**config.mk**
```make
export PLATFORM = sky130hd
export DESIGN_NAME = ipd_sat_ctrl
export DESIGN_NICKNAME = d
export VERILOG_FILES = /design/src/rtl/ipd_sat_ctrl.sv
export SDC_FILE = /design/constraint.sdc
export NUM_CORES = 1
export LEC_CHECK = 0
export CAP_MARGIN = 20
export CORE_MARGIN = 3
export CORE_UTILIZATION = 38
export DETAILED_ROUTE_END_ITERATION = 7
export PLACE_DENSITY_LB_ADDON = 0.25
export SLEW_MARGIN = 20
export SYNTH_ARGS = -nofsm -noshare
export SYNTH_HDL_FRONTEND = slang
export SYNTH_SLANG_ARGS = --single-unit
```
**constraint.sdc**
```tcl
create_clock -name clk -period 11.71 [get_ports clk]
set_clock_uncertainty 0.05 [all_clocks]
set_input_delay 1.7565 -clock clk [delete_from_list [all_inputs] [get_ports clk]]
set_output_delay 1.7565 -clock clk [all_outputs]
set_load 0.005 [all_outputs]
```
**src/rtl/ipd_sat_ctrl.sv**
```systemverilog
// I-PD servo controller: integral on error, P and D on measurement, one shared multiplier, saturating fixed point.
// Latency: en to valid is 8 cycles. An en that arrives while busy is dropped, with no queueing and no backpressure.
module ipd_sat_ctrl #(
    parameter int cant_bits = 16,
    parameter int frac_bits = 7,
    parameter bit round_en  = 1'b1
) (
    input  logic                        clk,
    input  logic                        rst,
    input  logic                        en,
    input  logic signed [cant_bits-1:0] Pot,
    input  logic signed [cant_bits-1:0] Ref,
    input  logic signed [cant_bits-1:0] Kp,
    input  logic signed [cant_bits-1:0] Ki,
    input  logic signed [cant_bits-1:0] Kd,
    output logic signed [cant_bits-1:0] salida,
    output logic                        valid,
    output logic                        busy,
    output logic [1:0]                  sat
);

    localparam int W  = cant_bits;
    localparam int PW = 2 * cant_bits;
    localparam int SW = 2 * cant_bits + 1;

    localparam logic signed [W-1:0]  MAX_W = {1'b0, {(W-1){1'b1}}};
    localparam logic signed [W-1:0]  MIN_W = {1'b1, {(W-1){1'b0}}};
    localparam logic signed [SW-1:0] MAX_X = {{(SW-W+1){1'b0}}, {(W-1){1'b1}}};
    localparam logic signed [SW-1:0] MIN_X = {{(SW-W+1){1'b1}}, {(W-1){1'b0}}};
    localparam logic signed [SW-1:0] RND_X = round_en ? (SW'(1) << (frac_bits - 1)) : '0;

    typedef enum logic [2:0] {
        S_IDLE,
        S_LATCH,
        S_ERR,
        S_MUL_I,
        S_MUL_P,
        S_MUL_D,
        S_SUM,
        S_OUT
    } state_t;

    // Every narrower intermediate is sign-extended to SW bits before it is clamped here.
    function automatic logic signed [W-1:0] sat_x(input logic signed [SW-1:0] x);
        if (x > MAX_X) begin
            return MAX_W;
        end else if (x < MIN_X) begin
            return MIN_W;
        end
        return x[W-1:0];
    endfunction

    state_t                state_q;
    logic signed [W-1:0]   y_q, r_q, kp_q, ki_q, kd_q;
    logic signed [W-1:0]   e_q, dy_q, pi_q, pp_q, pd_q;
    logic signed [W-1:0]   i_q, yprev_q, salida_q;
    logic signed [W+1:0]   u_q;
    logic [1:0]            sat_q;
    logic                  valid_q, busy_q;

    logic signed [W:0]     e_wide, dy_wide;
    logic signed [W-1:0]   e_d, dy_d;
    logic signed [W-1:0]   op_a, op_b;
    logic signed [PW-1:0]  prod;
    logic signed [SW-1:0]  prod_x, prod_sh;
    logic signed [W-1:0]   scaled_d;
    logic signed [SW-1:0]  i_sum;
    logic signed [W-1:0]   i_d;
    logic signed [W+1:0]   u_d;
    logic signed [W-1:0]   out_d;
    logic [1:0]            sat_d;

    assign e_wide  = (W+1)'(r_q) - (W+1)'(y_q);
    assign dy_wide = (W+1)'(y_q) - (W+1)'(yprev_q);
    assign e_d     = sat_x(SW'(e_wide));
    assign dy_d    = sat_x(SW'(dy_wide));

    // The single multiplier is shared by the three MUL states through this operand mux.
    always_comb begin
        op_a = kd_q;
        op_b = dy_q;
        case (state_q)
            S_MUL_I: begin
                op_a = ki_q;
                op_b = e_q;
            end
            S_MUL_P: begin
                op_a = kp_q;
                op_b = y_q;
            end
            default: ;
        endcase
    end

    assign prod     = PW'(op_a) * PW'(op_b);
    assign prod_x   = SW'(prod) + RND_X;
    assign prod_sh  = prod_x >>> frac_bits;
    assign scaled_d = sat_x(prod_sh);

    // Anti-windup: do not integrate further into a rail that the last output already hit.
    assign i_sum = SW'(i_q) + SW'(pi_q);
    always_comb begin
        i_d = sat_x(i_sum);
        if (sat_q[1] && !pi_q[W-1] && (pi_q != '0)) begin
            i_d = i_q;
        end else if (sat_q[0] && pi_q[W-1]) begin
            i_d = i_q;
        end
    end

    assign u_d   = (W+2)'(i_d) - (W+2)'(pp_q) - (W+2)'(pd_q);
    assign out_d = sat_x(SW'(u_q));
    assign sat_d = {SW'(u_q) > MAX_X, SW'(u_q) < MIN_X};

    always_ff @(posedge clk) begin
        if (rst) begin
            state_q  <= S_IDLE;
            y_q      <= '0;
            r_q      <= '0;
            kp_q     <= '0;
            ki_q     <= '0;
            kd_q     <= '0;
            e_q      <= '0;
            dy_q     <= '0;
            pi_q     <= '0;
            pp_q     <= '0;
            pd_q     <= '0;
            i_q      <= '0;
            yprev_q  <= '0;
            u_q      <= '0;
            salida_q <= '0;
            sat_q    <= 2'b00;
            valid_q  <= 1'b0;
            busy_q   <= 1'b0;
        end else begin
            valid_q <= 1'b0;
            case (state_q)
                S_IDLE: begin
                    if (en) begin
                        state_q <= S_LATCH;
                        busy_q  <= 1'b1;
                    end
                end
                S_LATCH: begin
                    y_q     <= Pot;
                    r_q     <= Ref;
                    kp_q    <= Kp;
                    ki_q    <= Ki;
                    kd_q    <= Kd;
                    state_q <= S_ERR;
                end
                S_ERR: begin
                    e_q     <= e_d;
                    dy_q    <= dy_d;
                    state_q <= S_MUL_I;
                end
                S_MUL_I: begin
                    pi_q    <= scaled_d;
                    state_q <= S_MUL_P;
                end
                S_MUL_P: begin
                    pp_q    <= scaled_d;
                    state_q <= S_MUL_D;
                end
                S_MUL_D: begin
                    pd_q    <= scaled_d;
                    state_q <= S_SUM;
                end
                S_SUM: begin
                    i_q     <= i_d;
                    u_q     <= u_d;
                    state_q <= S_OUT;
                end
                S_OUT: begin
                    salida_q <= out_d;
                    sat_q    <= sat_d;
                    yprev_q  <= y_q;
                    valid_q  <= 1'b1;
                    busy_q   <= 1'b0;
                    state_q  <= S_IDLE;
                end
                default: state_q <= S_IDLE;
            endcase
        end
    end

    assign salida = salida_q;
    assign valid  = valid_q;
    assign busy   = busy_q;
    assign sat    = sat_q;

endmodule

```
# Word level (Yosys, flattened, before mapping)
# Index checks and enable logic that the tools add are counted.
totals:
  regBits: 233
  in_bits: 83
  output_inout_bits: 20
  elab_cells: 85
op_classes:
  addsub: 6
  n_mul: 1
  order_cmp: 10
  eq_ne: 8
  muxes: 34
  reduce_logical: 8
ops:
  columns: ["op", "n"]
  rows:
  - ["$mux W16", 17]
  - ["$pmux W16 S2", 2]
  - ["$gt A17 B16 Y1 const B", 3]
  - ["$lt A17 B16 Y1 const B", 3]
  - ["$sub A16 B16 Y17", 3]
  - ["$add A32 B8 Y33 const B", 1]
  - ["$mul A16 B16 Y32", 1]
  - ["$gt A26 B16 Y1 const B", 1]
  - ["$lt A26 B16 Y1 const B", 1]
  - ["$pmux W3 S8", 1]
  - ["$gt A18 B16 Y1 const B", 1]
  - ["$lt A18 B16 Y1 const B", 1]
  - ["$sub A17 B16 Y18", 1]
  - ["$add A16 B16 Y17", 1]
  - ["$reduce_bool A16 Y1", 1]
  - ["$eq A3 B3 Y1 const B", 4]
  - ["$mux W1", 12]
  - ["$eq A3 B2 Y1 const B", 2]
  - ["$eq A3 B1 Y1 const B", 1]
  - ["$logic_and A1 B1 Y1", 3]
  - ["$logic_not A3 Y1", 1]
  - ["$mux W3", 1]
  - ["$ne A2 B2 Y1 const B", 1]
  - ["$pmux W1 S2", 1]
  - ["3 further kinds", 3]

# Longest topological paths before layout
# Gate-level depths: netlist of run 1.
depth:
  word_depth: 9
  ltp_mapped: 39
  mapped_depth_nobuf: 32

# Least setup slack after synthesis of run 1
# No wires, ideal clock.
synth_path:
  kind: "reg2reg"
  start: "register state_q[2]"
  end: "register pd_q[10]"
  setup_time_ps: 77
  arrival_time_ps: 8902
  t_required_ps: 11583
  slack_ps: 2681
  stages_incl_launch_ff: 34
  n_path_buf: 5
  period_less_slack_ps: 9029
  cell_sequence: "dfxtp_1 -> buf_4 -> or2b_2 -> nor2_1 -> clkbuf_1 -> clkbuf_1 -> a21oi_1 -> a21oi_1 -> nor2_1 -> fa_1 -> inv_1 -> fa_1 -> fa_1 -> fa_1 -> inv_1 -> fa_1 -> inv_1 -> fa_1 -> inv_1 -> ha_1 -> and4_1 -> nand2_1 -> a211oi_2 -> nand4_2 -> a2111oi_4 -> nor3_2 -> o31ai_4 -> xnor2_1 -> nor4_4 -> a21boi_2 -> or4_4 -> buf_6 -> buf_6 -> a22oi_2"
synth_between:
  elab_chain_len: 8
  word_cells_on_any_way: 13
  cone_classes: "add/sub (1); mul (1); order compare (2); eq/ne (3); mux (6)"
synth_rtl:
  columns: ["item", "line_no", "rtl"]
  rows:
  - ["start, declared", "53", "state_t state_q;"]
  - ["start signal, assigned", "117", "state_q <= S_IDLE;"]
  - ["start signal, assigned", "140", "state_q <= S_LATCH;"]
  - ["start signal, assigned", "150", "state_q <= S_ERR;"]
  - ["$eq A3 B3 Y1 / $eq A3 B2 Y1 (equally long branches)", "82", "case (state_q)"]
  - ["$pmux W16 S2", "82", null]
  - ["$mul A16 B16 Y32", "95", "assign prod = PW'(op_a) * PW'(op_b);"]
  - ["$add A32 B8 Y33", "96", "assign prod_x = SW'(prod) + RND_X;"]
  - ["$lt A26 B16 Y1", "47", "end else if (x < MIN_X) begin"]
  - ["$mux W1", "47", null]
  - ["$mux W1", "45", "if (x > MAX_X) begin"]
  - ["$mux W16", "50", "return x[W-1:0];"]
  - ["end signal, assigned", "166", "pd_q <= scaled_d;"]
  - ["end, declared", "55", "logic signed [W-1:0] e_q, dy_q, pi_q, pp_q, pd_q;"]
# Several ways; a longest one is shown, not always the timed one.
# A chain may end at the register's enable or synchronous reset.

# Worst setup path after layout of run 1
layout_path:
  start: "register state_q[1]"
  end: "register pd_q[0]"
# The elaborated chain is that of the path after synthesis.

==> results of run 1 <==
cells by family (layout without fill, tap and decap cells):
| logic type | count (synthesis) | after routing | share of synthesized area [%] |
|---|---|---|---|
| AND/OR/NAND/NOR | 881 | 881 | 16.1 |
| AO/OA/AOI/OAI | 602 | 602 | 16.7 |
| buffers and inverters | 558 | 608 | 9.31 |
| adder cells (fa/ha/maj) | 448 | 448 | 33.6 |
| flip-flops | 233 | 233 | 20.3 |
| XOR/XNOR | 82 | 82 | 3.13 |
| multiplexers | 15 | 15 | 0.726 |
metrics by stage:
| step | utilization [%] | instances | total power, mW | hold WS [ns] |
|---|---|---|---|---|
| finish | 43.1 | 3642 | 2.99 | 0.403 |
| global route | 43.1 | 3642 | 3.19 | 0.423 |
| CTS | 43.0 | 3640 | 3.00 | 0.403 |
| detailed placement | 41.5 | 3594 | 2.17 | 0.396 |
| global placement | 41.5 | 3594 | 2.14 | 0.394 |
| floorplan | - | 2819 | 1.80 | 0.382 |
final cells by class:
cell class,instances,area [µm²]
fill,5908,33800
multi-input combinational,2028,16200
sequential,233,4660
inverter,428,1610
timing repair buffer,134,1280
tap,773,967
clock buffer,35,756
clock inverter,11,113
worst reg2reg max path, delay by kind of cell (launching register included):
family | cells | cell delay, ns
simple gates | 8 | 2.53
buf+inv | 4 | 0.20
fa+ha+maj | 7 | 3.51
compound gates | 8 | 3.13
xor+xnor | 1 | 0.31
flops | 1 | 0.84
worst max path at each step:
stage | slack (ns) | startpoint | to
floorplan | 2.68 | state_q[2] | pd_q[10]
global placement | 1.14 | state_q[0] | pd_q[0]
detailed placement | 0.72 | state_q[0] | pd_q[14]
CTS | 0.69 | state_q[0] | pd_q[0]
global route | 0.31 | state_q[0] | pd_q[14]
finish | 1.03 | state_q[1] | pd_q[0]
cells in the mapped netlist (5+ instances only):
cell | number | share of area (%)
a21o_1 | 57 | 1.9
nand2b_1 | 16 | 0.44
a211oi_1 | 15 | 0.49
xor2_1 | 27 | 1.0
a31oi_1 | 15 | 0.41
nand3_1 | 26 | 0.57
xnor2_1 | 55 | 2.1
o221a_2 | 21 | 1.0
nor2_1 | 197 | 3.2
a21oi_1 | 301 | 6.6
and3_1 | 9 | 0.25
dfxtp_1 | 233 | 20
nor2b_1 | 17 | 0.46
fa_1 | 286 | 25
nor4_1 | 6 | 0.16
nand4_1 | 15 | 0.41
maj3_1 | 18 | 0.79
o21a_1 | 9 | 0.29
mux2_2 | 13 | 0.64
ha_1 | 144 | 7.9
o21ai_0 | 67 | 1.5
nand2_1 | 514 | 8.4
clkbuf_1 | 119 | 1.9
and2_1 | 9 | 0.25
or2_2 | 5 | 0.14
and4_1 | 5 | 0.19
or3_1 | 7 | 0.19
a22o_1 | 5 | 0.19
o31ai_1 | 12 | 0.39
o21bai_1 | 11 | 0.36
a22oi_1 | 17 | 0.56
a22oi_2 | 10 | 0.55
inv_1 | 427 | 7.0
a221o_1 | 6 | 0.26
o211ai_1 | 15 | 0.49
nor3_1 | 43 | 0.94
routing by layer:
| metal | up-vias | GRT usage [%] | routed length, µm | share of wire (%) |
|---|---|---|---|---|
| li1 | 9185 | - | - | - |
| met1 | 9380 | 29.4 | 31000 | 47 |
| met2 | 577 | 34.9 | 30400 | 46 |
| met3 | 97 | 2.43 | 3620 | 5.4 |
| met4 | 0 | 4.79 | 1710 | 2.6 |
| met5 | - | 0 | 0 | 0 |
power groups by stage:
stage	logic, mW	clock network, mW	registers [mW]
6_report	1.27	0.827	0.888
5_1_grt	1.42	0.878	0.893
4_1_cts	1.27	0.848	0.888
3_5_place_dp	1.26	0	0.905
3_3_place_gp	1.24	0	0.904
2_1_floorplan	0.925	0	0.876
==> metrics.cfg, run 1 <==
[pwr]
powerDensity_nw_per_um2=117
comb_power_share_pct=42.6
p_leak_nw=11.2
clkPwrFrac_pct=27.7
switching_share_pct=39.6
power.internal_mw=1.80
p_seq_share_pct=29.7
switchingPower_mw=1.18
peakVddDrop_mv=0.103

[final_layout]
drive_gt1_share_pct=5.30
antenna-diode-count=0
fin_nets=3364
largest_register_ffs=18
stdcell_area_um2=25600
final_common_cell=nand2_1
most-common-layout-cells=nand2_1, inv_1, a21oi_1, fa_1, dfxtp_1
top_register=u_q
area_delta_synth_final_pct=11.5

[worst_hold_path]
min_to=u_q[13]
hp-class=flip-flop to flip-flop
whs_path_depth=2
hp-start=u_q[13]

[critical_path]
slowest_delay_ns=0.84
crit_type=flip-flop to flip-flop
r2r_slack_ns=1.03
crit_top_cell=fa_1
cp_top_family=adder cells
worst_setup_path_start_kind=flip-flop
rr_endpoint=pd_q[0]
rr_startpoint=state_q[1]
arrival_ns=11.06
ff2ff_path_depth=28
path_depth=28
slowest_stage=dfxtp_1
cp-end-kind=flip-flop
crit_buf_inv=4
worstPathRequired_ns=12.09
cp_max_fo=29

[global_route]
grt_pass1_wl_um=107000
first_global_vias=19700
track_usage_pct=21.0
grt_max_degree=93
antenna_found_initial=0
grt_overflow=0

[timing]
setup_violations=0
fmax_mhz=93.6
hold_viol_final=0
fin_crit_sh_pct=91.2
fin_crit_ns=10.68
rsz0062_at_grt=false
post-route-worst-setup-slack_ns=1.03
maxSlewViolCount=0
fin_setup_tns_ns=0
tightest_slew_ns=1.08
slew_headroom_pct=27.6

[route]
firstDrtPassIters=5
viasPerCell=5.28
routed_wl_um=66700
detail-route-antenna-nets=0
drc=0
vias=19200
wire_per_inst_um=18.3
drtIter0Drc=1436

[logic_synthesis]
ys_ff_latch=233
syn_nets=3332
synth_cell_types=77
synth_edf_count=0
synth_async_sr_flop_share_pct=0
synth_warnings=0
synth_flop_cell=dfxtp_1
synthCells=2819
postSynthAreaPerCell_um2=8.13
seq_area_frac_synth_pct=20.3
netlist_area_um2=22900

[clock_network]
clk_pin_slew_ns=0.06
cts_setup_buffers=0
ctsResizeCount=0
cts.sinks=233
h-tree-depth=1
root_buffer=clkbuf_16
cts_made_buffers=26
clk_latency_ns=0.54
holdBufCountCts=0
tritoncts=built
clockBufferDepth=3

[die]
ios=103
die_w_um=252
core_um2=59400
die_h_um=252
dieArea_um2=63300
initial_core_util_pct=38.6
num_rows=89

[placed_design]
portBuffers=102
placedInstanceArea_um2=24700
post-place-ws_ns=0.716
dp_hpwl_um=53400
gp_congestion=0.921

[status]
run_status=complete, no violations

[run]
maxCapViolCount=0

No activity file was read; power rests on OpenSTA's default activity.
==> run 2, diff against run 1 <==
--- a/config.mk
+++ b/config.mk
@@ -5,7 +5,6 @@
 export SDC_FILE = /design/constraint.sdc
 export NUM_CORES = 1
 export LEC_CHECK = 0
-export CAP_MARGIN = 20
 export CORE_MARGIN = 3
 export CORE_UTILIZATION = 38
 export DETAILED_ROUTE_END_ITERATION = 7
==> metrics.cfg, run 2 (same netlist as run 1, synthesis figures left out) <==
[status]
run_status=complete, no violations

[critical_path]
worstPathRequired_ns=12.09
cp_max_fo=29
crit_top_cell=fa_1
cp-end-kind=flip-flop
slowest_stage=dfxtp_1
crit_type=flip-flop to flip-flop
worst_setup_path_start_kind=flip-flop
slowest_delay_ns=0.84
arrival_ns=11.08

[clock_network]
clockBufferDepth=3
tritoncts=built
ctsResizeCount=0
cts_setup_buffers=0
cts.sinks=233
clk_latency_ns=0.54
clk_pin_slew_ns=0.06
holdBufCountCts=0
cts_made_buffers=26
root_buffer=clkbuf_16
h-tree-depth=1

[timing]
fin_setup_tns_ns=0
maxSlewViolCount=0
fin_crit_ns=10.70
post-route-worst-setup-slack_ns=1.01
setup_violations=0
hold_viol_final=0
fin_crit_sh_pct=91.4
fmax_mhz=93.5
slew_headroom_pct=26.9
tightest_slew_ns=1.09
rsz0062_at_grt=false

[pwr]
peakVddDrop_mv=0.103
powerDensity_nw_per_um2=117
p_leak_nw=11.2

[route]
routed_wl_um=66700
viasPerCell=5.26
drtIter0Drc=1487
firstDrtPassIters=5
vias=19200
drc=0
wire_per_inst_um=18.3
detail-route-antenna-nets=0

[final_layout]
final_common_cell=nand2_1
most-common-layout-cells=nand2_1, inv_1, a21oi_1, fa_1, dfxtp_1
largest_register_ffs=18
drive_gt1_share_pct=5.26
area_delta_synth_final_pct=11.4
antenna-diode-count=0
fin_nets=3363
top_register=u_q

[placed_design]
post-place-ws_ns=0.716
portBuffers=102
dp_hpwl_um=53400
gp_congestion=0.921

[global_route]
grt_pass1_wl_um=107000
grt_use_met3_pct=2.43
track_usage_pct=21.0
grt_overflow=0
first_global_vias=19700
busiest_layer=met2
antenna_found_initial=0
grt_max_degree=93
grt_use_met1_pct=29.4
use_met2_pct=34.9

[die]
num_rows=89
die_w_um=252
initial_core_util_pct=38.6
ios=103
dieArea_um2=63300
core_um2=59400
die_h_um=252

[run]
maxCapViolCount=0

[worst_hold_path]
hp-class=flip-flop to flip-flop

-- run 2: layout make-up --
class	instances	area [µm²]
sequential	233	4660
fill	5911	33800
clock inverter	11	113
clock buffer	35	756
timing repair buffer	133	1250
inverter	428	1610
tap	773	967
multi-input combinational	2028	16200
-- run 2: power breakdown --
group / internal [mW] / switching, mW / leakage [nW]
Combinational: 0.472 / 0.801 / 8.84
Clock: 0.495 / 0.332 / 0.437
Sequential: 0.837 / 0.0510 / 1.89
Total: 1.80 / 1.18 / 11.2
-- run 2: final timing paths --
kind,startpoint,slack [ns],cells past startpoint,endpoint
setup / recovery,state_q[1],1.01,28,pd_q[0]
hold / removal,kd_q[13],0.40,2,kd_q[13]
setup reg to reg,state_q[1],1.01,28,pd_q[0]
hold reg to reg,kd_q[13],0.40,2,kd_q[13]
-- run 2: metal layers --
metal	share of wire [%]	up-vias
met4	2.5	0
met2	46	571
met1	46	9319
met5	0	-
met3	5.5	96
li1	-	9182
-- run 2: worst max-delay path, delay by kind of cell (launching register included) --
family / cells / cell delay (ns)
and+or+nand+nor: 8 / 2.50
AOI/OAI and AO/OA: 8 / 3.12
DFF: 1 / 0.84
buffers and inverters: 4 / 0.20
xor gates and xnor gates: 1 / 0.31
adders and majority gates: 7 / 3.52
-- run 2: stage by stage --
step | total power, mW | utilization [%] | area (µm²) | hold WS (ns) | cells
2_1_floorplan | 1.80 | - | 22900 | 0.382 | 2819
3_3_place_gp | 2.14 | 41.5 | 24600 | 0.394 | 3594
3_5_place_dp | 2.17 | 41.5 | 24700 | 0.396 | 3594
4_1_cts | 3.00 | 43.0 | 25500 | 0.403 | 3640
5_1_grt | 3.19 | 43.0 | 25500 | 0.423 | 3641
6_report | 2.99 | 43.0 | 25500 | 0.403 | 3641
